===== src/rtl/microwave_timer_ctrl_pkg.sv =====
// Shared types for the microwave timer controller: FSM state encoding and
// the width of the power-level input.
package microwave_pkg;

  typedef enum logic [2:0] {
    IDLE  = 3'd0,
    OPEN  = 3'd1,
    COOK  = 3'd2,
    PAUSE = 3'd3,
    BELL  = 3'd4
  } state_t;

  // Power must encode 0..PWR_STEPS inclusive (PWR_STEPS = continuous heat).
  function automatic int pwr_width(input int steps);
    return $clog2(steps + 1);
  endfunction

endpackage


===== src/rtl/microwave_timer_ctrl_tick_prescaler.sv =====
// Seconds prescaler: counts 0..TICKS-1 while enabled and pulses tick on the
// last count. The count is held when disabled so a partial second survives.
module tick_prescaler #(
  parameter int TICKS = 1000
) (
  input  logic clk,
  input  logic nrst,
  input  logic en,
  input  logic clr,
  output logic tick
);

  localparam int TW = (TICKS > 1) ? $clog2(TICKS) : 1;

  logic [TW-1:0] cnt_q, cnt_d;

  assign tick = en && (cnt_q == TW'(TICKS - 1));

  always_comb begin
    cnt_d = cnt_q;
    if (clr || tick) begin
      cnt_d = '0;
    end else if (en) begin
      cnt_d = cnt_q + TW'(1);
    end
  end

  always_ff @(posedge clk or negedge nrst) begin
    if (!nrst) begin
      cnt_q <= '0;
    end else begin
      cnt_q <= cnt_d;
    end
  end

endmodule


===== src/rtl/microwave_timer_ctrl.sv =====
// Microwave controller: door/keypad FSM, seconds cook timer, power duty-cycle
// frame and timed bell. Outputs are decoded from registered state only.
module microwave_timer_ctrl
  import microwave_pkg::*;
#(
  parameter int CNT_W         = 8,
  parameter int TICKS_PER_SEC = 1000,
  parameter int PWR_STEPS     = 4,
  parameter int BELL_SECS     = 3
) (
  input  logic                              clk,
  input  logic                              nrst,
  input  logic                              door,
  input  logic                              start,
  input  logic                              cancel,
  input  logic                              load,
  input  logic [CNT_W-1:0]                  load_secs,
  input  logic [pwr_width(PWR_STEPS)-1:0]   power,
  output logic                              heat,
  output logic                              light,
  output logic                              bell,
  output logic [CNT_W-1:0]                  remaining,
  output logic                              busy
);

  localparam int PW = pwr_width(PWR_STEPS);
  localparam int FW = $clog2(PWR_STEPS);
  localparam int BW = (BELL_SECS > 1) ? $clog2(BELL_SECS) : 1;

  state_t           state_q, state_d;
  logic [CNT_W-1:0] rem_q, rem_d;
  logic [PW-1:0]    pwr_q, pwr_d;
  logic [FW-1:0]    frame_q, frame_d;
  logic [BW-1:0]    bell_cnt_q, bell_cnt_d;
  logic             sec_tick;
  logic             pre_en;
  logic             pre_clr;

  assign pre_en = (state_q == COOK) || (state_q == BELL);

  tick_prescaler #(
    .TICKS (TICKS_PER_SEC)
  ) u_sec_prescaler (
    .clk  (clk),
    .nrst (nrst),
    .en   (pre_en),
    .clr  (pre_clr),
    .tick (sec_tick)
  );

  always_comb begin
    state_d    = state_q;
    rem_d      = rem_q;
    pwr_d      = pwr_q;
    bell_cnt_d = bell_cnt_q;
    pre_clr    = 1'b0;
    case (state_q)
      IDLE: begin
        if (load) rem_d = load_secs;
        // start is qualified by the timer value before any same-cycle load
        if (door) begin
          state_d = OPEN;
        end else if (start && (rem_q != '0)) begin
          state_d = COOK;
          pwr_d   = power;
          pre_clr = 1'b1;
        end
      end
      OPEN: begin
        if (load) rem_d = load_secs;
        if (!door) state_d = IDLE;
      end
      COOK: begin
        if (door) begin
          state_d = PAUSE;
        end else if (cancel) begin
          state_d = IDLE;
          rem_d   = '0;
        end else if (sec_tick && (rem_q != '0)) begin
          rem_d = rem_q - CNT_W'(1);
          if (rem_q == CNT_W'(1)) begin
            state_d    = BELL;
            pre_clr    = 1'b1;
            bell_cnt_d = '0;
          end
        end
      end
      PAUSE: begin
        if (cancel) begin
          state_d = OPEN;
          rem_d   = '0;
        end else if (!door) begin
          state_d = COOK;
        end
      end
      BELL: begin
        if (door) begin
          state_d = OPEN;
        end else if (cancel) begin
          state_d = IDLE;
        end else if (sec_tick) begin
          if (bell_cnt_q == BW'(BELL_SECS - 1)) state_d = IDLE;
          else bell_cnt_d = bell_cnt_q + BW'(1);
        end
      end
      default: state_d = IDLE;
    endcase
  end

  // Duty frame runs only while cooking and restarts with the prescaler.
  always_comb begin
    frame_d = frame_q;
    if (pre_clr) begin
      frame_d = '0;
    end else if (state_q == COOK) begin
      frame_d = (frame_q == FW'(PWR_STEPS - 1)) ? '0 : frame_q + FW'(1);
    end
  end

  always_ff @(posedge clk or negedge nrst) begin
    if (!nrst) begin
      state_q    <= IDLE;
      rem_q      <= '0;
      pwr_q      <= '0;
      frame_q    <= '0;
      bell_cnt_q <= '0;
    end else begin
      state_q    <= state_d;
      rem_q      <= rem_d;
      pwr_q      <= pwr_d;
      frame_q    <= frame_d;
      bell_cnt_q <= bell_cnt_d;
    end
  end

  always_comb begin
    heat  = 1'b0;
    light = 1'b0;
    bell  = 1'b0;
    busy  = 1'b0;
    case (state_q)
      OPEN:  light = 1'b1;
      COOK: begin
        light = 1'b1;
        busy  = 1'b1;
        heat  = PW'(frame_q) < pwr_q;
      end
      PAUSE: begin
        light = 1'b1;
        busy  = 1'b1;
      end
      BELL:  bell = 1'b1;
      default: ;
    endcase
  end

  assign remaining = rem_q;

endmodule


===== config.mk =====
export PLATFORM = sky130hd
export DESIGN_NAME = microwave_timer_ctrl
export DESIGN_NICKNAME = d
export VERILOG_FILES = /design/src/rtl/microwave_timer_ctrl_pkg.sv /design/src/rtl/microwave_timer_ctrl_tick_prescaler.sv /design/src/rtl/microwave_timer_ctrl.sv
export SDC_FILE = /design/constraint.sdc
export NUM_CORES = 1
export LEC_CHECK = 0
export BUFFER_PORTS_ARGS = -buffer_cell sky130_fd_sc_hd__buf_2
export CAP_MARGIN = 10
export CORE_MARGIN = 8
export CORE_UTILIZATION = 55
export CTS_BUF_LIST = sky130_fd_sc_hd__clkbuf_4 sky130_fd_sc_hd__clkbuf_8
export DETAILED_ROUTE_END_ITERATION = 6
export GPL_ROUTABILITY_DRIVEN = 0
export PLACE_DENSITY = 0.77
export SYNTH_ARGS = -nofsm -noshare
export SYNTH_HDL_FRONTEND = slang
export SYNTH_SLANG_ARGS = --single-unit

===== constraint.sdc =====
create_clock -name clk -period 3.5 [get_ports clk]
set_input_delay 0.175 -clock clk [delete_from_list [all_inputs] [get_ports clk]]
set_output_delay 0.175 -clock clk [all_outputs]
set_load 0.01 [all_outputs]

==> results.txt <==
Maximum fanout along the worst path = 16
TritonCTS clock tree = yes
Antenna cells = 0
Post-synthesis mux area share = 0.0301
Number of port buffers = 28
Fill cell count = 280
Clock transition at the registers of the reported paths = 0.15 ns
Area added between synthesis and finish = 11.3%
Die height = 73.0 um
Part of the Yosys area used for sequential elements = 0.392
Unrepaired setup endpoints after global routing = no
Width of the die = 73.0 um
Arrival time reported for the critical path endpoint = 2.70 ns
Post-synthesis instance area = 1790 sq um
Total Die Area = 5330 sq um
Terminus of the critical flop-to-flop path = remaining[1]
Largest stage delay on the critical path = 0.66 ns
Remaining max-slew budget at the tightest pin = 0.494
Number of max-cap violations = 0
Compound-Gate Fraction of Synth Area = 0.182
Accumulated negative setup slack = 0 ns
Clock latency of the later-clocked register in the worst-skew pair = 0.32 ns
Syn avg cell area = 9.22 sq um
Seq cells post-synth = 28
Effective utilization at floorplan = 0.581
XOR/XNOR Fraction of Synth Area = 0.0483
Post-synth EDFFs = 0
Main synth FF type = sky130_fd_sc_hd__dfrtp_1
Switching share of power = 0.425
Final-layout worst hold slack = 0.0724 ns
Global-route wire length before repair = 7100 um
Number of slew-limit violations in the final report = 0
Detailed-router iteration count before antenna repair = 4
Placeable core region = 3080 sq um
Net count of the mapped netlist = 217
Post-CTS setup repair buffer count = 0
Simple-gate area share of the yosys netlist = 0.264
Wirelength, routed = 4100 um
Total routing resource utilization after global routing = 0.165
Final Cycle Share = 0.699
Minimum clock period = 2.45 ns
Via count = 1564
Overall overflow remaining after global route = 0
Type of origin of the critical path = flop
Number of nets in the layout = 244
Setup slack, reg-to-reg = 1.05 ns
Cts hold-fix bufs = 1
Synthesized-area fraction occupied by adder cells = 0.0420
CTS Root Buffer Type = sky130_fd_sc_hd__clkbuf_4
Clock Sinks = 28
Iteration-0 DRC Markers = 148
Pin count of the biggest net entering global routing = 29
Total of warnings raised by yosys = 0
Portion of total power attributed to sequential cells = 0.410
Antenna violations before repair = 0
Worst hold path cell count = 2
Cell-by-cell trace of the critical path = nand2b_1, inv_1, a32oi_1, and2b_4, mux2i_1
Final setup violation count = 0
Hold Fails Final Rpt = 0
Largest family of logic cells by synthesized area = simple AND/OR/NAND/NOR gates
Detail Placement HPWL = 3130 um
Total area of multi-input combinational cells = 1010 sq um
Vias in the first global route = 1517
Total leakage power = 0.878 nW
Number of levels in the clock H-tree = 1
Power Dens Cells = 692 nW/um^2
Worst-case hold path end point = pwr_q[1]
Detailed-route wire length per cell = 15.5 um
Count of distinct cell types in the synthesized netlist = 55
Combinational share of power = 0.475
Status = finished, final reports clean
Post-CTS sizing = 0
Via density = 5.92
Hold path start = power[1]
Worst Path Class, Setup = flop to flop
Type of element capturing the critical path = flop
Synthesized instance count = 194
IO Count = 29
Asr flop ratio synth = 1.00
Worst supply voltage drop on vdd = 0.342 mV
Required time of the critical path = 3.75 ns
Worst r2r path cells = 5
Max Buffers Root-to-Sink = 2
Critical Path Slowest Stage Cell = sky130_fd_sc_hd__a32oi_1
Max Clock Freq = 0.408 GHz
Drc violations = 0
Sequential Area = 701 sq um
Number of placement rows = 20
Proportion of layout cells with a drive suffix above 1 = 0.218
Net switching power = 0.000586 W
Remaining antenna violation count after routing = 0
R2R Path Start = state_q[2]
Worst hold path class = input port to flop
Clk network pwr share = 0.114
Post-Route Skew = 0.00261 ns
Clock buffer count from CTS = 3
Measured slew at the worst slew-check pin = 0.759 ns
Internal cell power = 0.000793 W
==> Yosys cell counts (4+ instances only) <==
cell	number	area, sq um
sky130_fd_sc_hd__dfrtp_1	28	701
sky130_fd_sc_hd__nor2_1	24	90.1
sky130_fd_sc_hd__nand2_1	14	52.6
sky130_fd_sc_hd__a21oi_1	11	55.1
sky130_fd_sc_hd__inv_1	8	30.0
sky130_fd_sc_hd__o21ai_0	8	40.0
sky130_fd_sc_hd__nor3_1	7	35.0
sky130_fd_sc_hd__ha_1	6	75.1
sky130_fd_sc_hd__nand3_1	6	30.0
sky130_fd_sc_hd__nand2b_1	5	31.3
sky130_fd_sc_hd__a221oi_1	4	35.0
sky130_fd_sc_hd__clkbuf_1	4	15.0
sky130_fd_sc_hd__or3_1	4	25.0
sky130_fd_sc_hd__xnor2_1	4	35.0
sky130_fd_sc_hd__xor2_1	4	35.0
==> cell usage in the layout, fill, tap and decap left out, drive strengths merged, types with 3 or more instances in the layout <==
master,n
o31ai,3
nor2,24
mux2,3
a221oi,4
or3,5
dfrtp,28
xnor2,5
nand2b,5
a21oi,12
o311ai,3
buf,29
nand4,3
a2bb2oi,3
nand2,15
nor3,8
nor3b,3
o21ai,9
xor2,4
inv,8
ha,6
clkbuf,4
nand3,6
==> cell families after synthesis <==
kind of cell / after synthesis
adder cells (fa/ha/maj): 6
flip-flops: 28
AO/OA/AOI/OAI: 47
multiplexers: 5
AND/OR/NAND/NOR: 83
buffers and inverters: 16
XOR/XNOR: 9
==> per-stage QoR <==
step	setup WS, ns	area (sq um)	std cells	utilization	total power, W
after floorplan	1.32	1790	194	-	0.00104
after global placement	1.17	1950	259	0.632	0.00119
after detailed placement	1.05	1950	259	0.632	0.00122
after CTS	1.04	1990	264	0.647	0.00138
after global routing	0.850	1990	264	0.647	0.00150
final	1.05	1990	264	0.647	0.00138
==> power groups by stage <==
stage          sequential [W]  combinational [W]  clock (W)
2_1_floorplan        0.000551           0.000491          0
3_3_place_gp         0.000565           0.000628          0
3_5_place_dp         0.000571           0.000652          0
4_1_cts              0.000563           0.000656   0.000162
5_1_grt              0.000588           0.000732   0.000175
6_report             0.000566           0.000655   0.000158
==> how the worst max path moves through the flow <==
| stage | from | endpoint | cells after the start |
|---|---|---|---|
| 3_5_place_dp | state_q[2] | remaining[1] | 5 |
| 2_1_floorplan | remaining[0] | pwr_q[0] | 6 |
| 5_1_grt | state_q[2] | remaining[7] | 5 |
| 4_1_cts | state_q[2] | remaining[1] | 5 |
| 6_report | state_q[2] | remaining[1] | 5 |
| 3_3_place_gp | state_q[2] | remaining[2] | 5 |
==> area by class of cell <==
| class | count | area share |
|---|---|---|
| multi-input combinational | 150 | 0.508 |
| sequential | 28 | 0.352 |
| timing repair buffer | 30 | 0.0791 |
| tap | 44 | 0.0276 |
| clock buffer | 4 | 0.0182 |
| inverter | 8 | 0.0151 |
==> state kept, by name, summed over array words and instances, names as in the netlist <==
name / count
remaining: 8
bell_cnt_q: 2
u_sec_prescaler.cnt_q: 10
state_q: 3
frame_q: 2
pwr_q: 3
==> layer usage <==
metal	track usage	part of all wire
met5	0	0
met4	0.0467	0.0056
met3	0.0302	0.056
met2	0.256	0.48
met1	0.224	0.45
==> critical path, delay by kind of cell, from the launching register on <==
| kind | cells | cell delay [ns] |
|---|---|---|
| compound gates | 1 | 0.66 |
| mux | 1 | 0.18 |
| simple gates | 2 | 0.87 |
| buf+inv | 1 | 0.13 |
| flops | 1 | 0.54 |
Note: power is estimated with default switching activity, not from simulation.
